[src/rtl/array_acc_stage.sv]
`default_nettype none
// ============================================================================
//  Module      : array_acc_stage
//  Description : Frame accumulator that follows the 16-bit array adder/
//                multiplier datapath. Each accepted result word {cout, s} is
//                treated as a 17-bit unsigned term and summed into a wide
//                accumulator. After 'len' terms have been accepted, the frame
//                total is presented downstream on a valid/ready handshake.
//                This lets multi-term dot products be built from the
//                single-cycle array results.
//
//  Ports       :
//    clk        in   1      rising-edge clock
//    rst        in   1      asynchronous active-high reset
//    in_valid   in   1      upstream term present on s/cout
//    in_ready   out  1      a term can be accepted this cycle
//    s          in   16     sum/product word from the array stage
//    cout       in   1      carry from the array stage (term bit 16)
//    len        in   LEN_W  terms per frame, sampled on first beat; 0 = 2^LEN_W
//    out_valid  out  1      frame total available
//    out_ready  in   1      downstream accepts the total
//    acc_out    out  ACC_W  frame total modulo 2^ACC_W
//    ovf        out  1      carry out of the accumulator MSB during the frame
//    busy       out  1      a frame is in progress or being held
//
//  Revision    : 1.0  initial release
// ============================================================================
module array_acc_stage #(
    parameter int ACC_W = 24,
    parameter int LEN_W = 8
) (
    input  logic             clk,
    input  logic             rst,
    input  logic             in_valid,
    output logic             in_ready,
    input  logic [15:0]      s,
    input  logic             cout,
    input  logic [LEN_W-1:0] len,
    output logic             out_valid,
    input  logic             out_ready,
    output logic [ACC_W-1:0] acc_out,
    output logic             ovf,
    output logic             busy
);

    // ------------------------------------------------------------------------
    // State encoding
    // ------------------------------------------------------------------------
    typedef enum logic [1:0] {
        S_IDLE  = 2'd0,
        S_ACCUM = 2'd1,
        S_HOLD  = 2'd2
    } state_t;

    localparam logic [LEN_W-1:0] c_one = LEN_W'(1);

    state_t           r_state;
    logic [ACC_W-1:0] r_acc;
    logic [LEN_W-1:0] r_rem;
    logic             r_ovf;

    logic [ACC_W-1:0] w_term;
    logic [ACC_W:0]   w_sum;
    logic             w_accept;

    // Term zero-extended to the accumulator width.
    assign w_term = ACC_W'({cout, s});

    // One extra bit captures the carry out of the accumulator MSB.
    assign w_sum = {1'b0, r_acc} + {1'b0, w_term};

    // Handshake outputs are pure decodes of the state register, so there is
    // no combinational path from in_valid or out_ready to in_ready.
    assign in_ready  = (r_state != S_HOLD);
    assign out_valid = (r_state == S_HOLD);
    assign busy      = (r_state != S_IDLE);

    assign w_accept  = in_valid && in_ready;

    assign acc_out   = r_acc;
    assign ovf       = r_ovf;

    // ------------------------------------------------------------------------
    // Control and datapath
    // ------------------------------------------------------------------------
    always_ff @(posedge clk or posedge rst) begin
        if (rst) begin
            r_state <= S_IDLE;
            r_acc   <= '0;
            r_rem   <= '0;
            r_ovf   <= 1'b0;
        end else begin
            case (r_state)
                S_IDLE: begin
                    if (w_accept) begin
                        r_acc <= w_term;
                        r_ovf <= 1'b0;
                        // len - 1 wraps to all-ones for len = 0, which is
                        // exactly 2^LEN_W - 1 remaining terms.
                        r_rem <= len - c_one;
                        if (len == c_one) begin
                            r_state <= S_HOLD;
                        end else begin
                            r_state <= S_ACCUM;
                        end
                    end
                end

                S_ACCUM: begin
                    if (w_accept) begin
                        r_acc <= w_sum[ACC_W-1:0];
                        r_ovf <= r_ovf | w_sum[ACC_W];
                        r_rem <= r_rem - c_one;
                        if (r_rem == c_one) begin
                            r_state <= S_HOLD;
                        end
                    end
                end

                S_HOLD: begin
                    // Total and overflow flag stay in place after release
                    // until the next frame's first accept overwrites them.
                    if (out_ready) begin
                        r_state <= S_IDLE;
                    end
                end

                default: begin
                    r_state <= S_IDLE;
                end
            endcase
        end
    end

endmodule
`default_nettype wire

[config.mk]
export PLATFORM = sky130hd
export DESIGN_NAME = array_acc_stage
export DESIGN_NICKNAME = d
export VERILOG_FILES = /design/src/rtl/array_acc_stage.sv
export SDC_FILE = /design/constraint.sdc
export NUM_CORES = 1
export LEC_CHECK = 0
export BUFFER_PORTS_ARGS = -buffer_cell sky130_fd_sc_hd__buf_2
export CORE_UTILIZATION = 56
export CTS_CLUSTER_DIAMETER = 200
export DETAILED_ROUTE_END_ITERATION = 6
export GPL_TIMING_DRIVEN = 0
export PLACE_DENSITY = 0.86
export SLEW_MARGIN = 20
export SYNTH_ARGS = -nofsm -noshare
export SYNTH_HDL_FRONTEND = slang
export SYNTH_SLANG_ARGS = --single-unit
[constraint.sdc]
create_clock -name clk -period 3 [get_ports clk]
set_clock_uncertainty 0.1 [all_clocks]
set_input_delay 0.45 -clock clk [delete_from_list [all_inputs] [get_ports clk]]
set_output_delay 0.45 -clock clk [all_outputs]
set_load 0.02 [all_outputs]
==> impl_metrics.yaml <==
worst_setup_path:
  reg2reg_from: "acc_out[0]"
  critPathKind: "reg -> reg"
  critPathLaunch: "acc_out[0]"
  end_kind: "flop"
  regToRegEndpoint: "acc_out[18]"
  worstPathMaxFanout: 5
  crit_required_ns: 3.10
  rrSetupSlack_ns: 0.21
  arrival_ns: 2.88
  critPathLaunchType: "flop"
  worstRegToRegCells: 9
power_and_ir_drop:
  vdd_ir_drop_max_uv: 711
  clkPwrFrac_pct: 11.5
  cellLeakagePower_nw: 1.58
  swShare_pct: 49.5
  seqPwrFrac_pct: 24.1
  pwr-share-comb_pct: 64.3
  powerDensity_nw_per_um2: 1010
  p_total_mw: 3.43
  power_switching_mw: 1.70
  p_int_mw: 1.73
die:
  dieArea_um2: 5480
  die_w_um: 74.0
  io_pins: 57
  die_y_um: 74.0
  row_count: 25
  coreArea_um2: 4850
  start_util_pct: 59.9
synth:
  synth_ff_type: "dfrtp_1"
  ys_ff_latch: 35
  synth.avg_cell_area_um2: 8.37
  synth.distinct_cells: 58
  netlist_area_um2: 2910
  synth_seq_area_share_pct: 30.1
  netlist.area_leader.share_pct: 30.1
  yosys_warnings: 0
  yosysTopAreaCell: "dfrtp_1"
  ys_top_cells_by_area: "dfrtp_1, ha_1, a21oi_1, mux2i_1, nand2_1"
  postSynthCellCount: 347
  async_flop_share_pct: 100
  synth_edf_count: 0
  syn-num-nets: 398
finish:
  post-route-cell-area_um2: 3400
  layout_common_cells: "buf_2, nand2_1, dfrtp_1"
  nFillCells: 376
  layout-drive-gt1-share_pct: 18.7
  syn2layout_area_growth_pct: 16.9
  diodes: 0
  fin_util_pct: 70.1
  fin_nets: 462
  final_common_cell: "buf_2"
route:
  avgRoutedWirePerCell_um: 15.3
  via_per_inst: 6.11
  drt-met1-wl_um: 3300
  topRoutingLayerUsed: "met4"
  drtAntennaViolNets: 0
  drc: 0
  drt_iter0_drc: 257
  vias: 2928
  dr.pass1.iters: 5
  wl_um: 7320
  met2_length_um: 3410
  wl_met3_um: 525
sta:
  finalSetupViolCount: 0
  final_hold_viol_count: 0
  min_period_over_period_pct: 92.8
  whs_ns: 0.0180
  slew_viol_final: 0
  rsz0062_at_grt: "no"
  min_period_ns: 2.79
  slew-limit-headroom_pct: 59.6
  fin_tns_setup_ns: 0
  worstMarginPinSlew_ns: 0.606
  max_freq_mhz: 359
placed_design:
  portBuffers: 56
  place_congestion: 0.901
  place_hpwl_um: 5590
  postPlaceCellArea_um2: 3300
cts:
  cts_tree: "built"
  ctsHtreeMaxLevel: 2
  cts.sink_count: 35
  root_buffer: "clkbuf_8"
  clkSlewWorstSetupHoldPaths_ns: 0.08
  post-cts-setup-buffers: 0
  cts_hold_buf: 0
  clock_latency_ns: 0.30
  cts_made_buffers: 5
  ctsLongestPathBuffers: 2
  cts_resized: 0
grt:
  grt_pass1_vias: 2640
  gr-total-overflow: 0
  antenna_found_initial: 0
  grt_use_total_pct: 28.1
  grt_start_max_net_pins: 22
  grt_pass1_wl_um: 11800
run_status:
  status: "completed"
run:
  max_cap_viol_count: 0
hold_path:
  min_path_type: "in -> async"
-- how the worst max path moves through the flow --
| stage | endpoint | slack, ns | cells after the start |
|---|---|---|---|
| final | acc_out[18] | 0.21 | 9 |
| after global placement | acc_out[18] | 0.11 | 10 |
| after CTS | acc_out[18] | 0.21 | 9 |
| after detailed placement | acc_out[18] | 0.07 | 10 |
| after global routing | acc_out[18] | 0.06 | 9 |
| after floorplan | acc_out[18] | 0.31 | 9 |
-- through the flow --
step                      std cells  setup slack, ns
after global placement          470            0.112
after detailed placement        471           0.0699
after floorplan                 347            0.315
after global routing            479           0.0632
after CTS                       479            0.212
final                           479            0.215
-- layer usage --
layer | global-route usage (%) | vias up
met5 | 0 | -
met4 | 10.5 | 0
met3 | 5.42 | 10
met2 | 45.2 | 147
met1 | 37.7 | 1370
li1 | - | 1401
-- state kept, by name (all words and copies together), names as in the netlist --
register / flops
ovf: 1
acc_out: 24
r_rem: 8
r_state: 2
-- cells by family after synthesis --
logic type,synth area share [%]
simple gates,22.6
compound gates,23.7
flops,30.1
buf+inv,3.62
fa+ha+maj,9.73
mux,5.73
xor+xnor,4.52
-- critical path: stages, from the launching register on --
cell	delay [ns]
dfrtp_1	0.37
ha_1	0.18
inv_1	0.06
fa_1	0.41
nand2b_1	0.20
a21oi_2	0.19
o211ai_2	0.15
a211o_2	0.39
mux2_4	0.33
a2111oi_4	0.31
-- final cells by class --
| cell class | instances | area [um^2] | area share [%] |
|---|---|---|---|
| tap | 67 | 83.8 | 2.47 |
| buffer | 13 | 52.6 | 1.55 |
| sequential | 35 | 876 | 25.8 |
| multi-input combinational | 285 | 1920 | 56.6 |
| timing repair buffer | 57 | 308 | 9.06 |
| inverter | 14 | 52.6 | 1.55 |
| clock buffer | 8 | 100 | 2.95 |
-- power groups by stage --
stage               Sequential [mW]  Combinational (mW)  Clock, mW
finish                        0.829                2.21      0.395
global route                  0.855                2.44      0.418
CTS                           0.826                2.18      0.399
detailed placement            0.834                2.16          0
global placement              0.825                2.09          0
floorplan                     0.954                1.50          0
-- synthesized netlist by cell type (3+ instances only) --
master,number
a31oi_1,5
or3_1,3
clkbuf_1,11
nand2b_1,15
a21oi_1,31
a21o_1,6
nand2_1,35
nor3_1,3
o21ai_0,21
nand4_1,3
nor3b_1,7
ha_1,21
o22ai_1,5
xnor2_1,9
nor4_1,3
and3_1,3
nor2_1,29
inv_1,14
dfrtp_1,35
nand3_1,13
xor2_1,6
mux2i_1,14
nor2b_1,4
a221oi_1,3
a22oi_1,3
No activity file was read; power rests on OpenSTA's default activity.
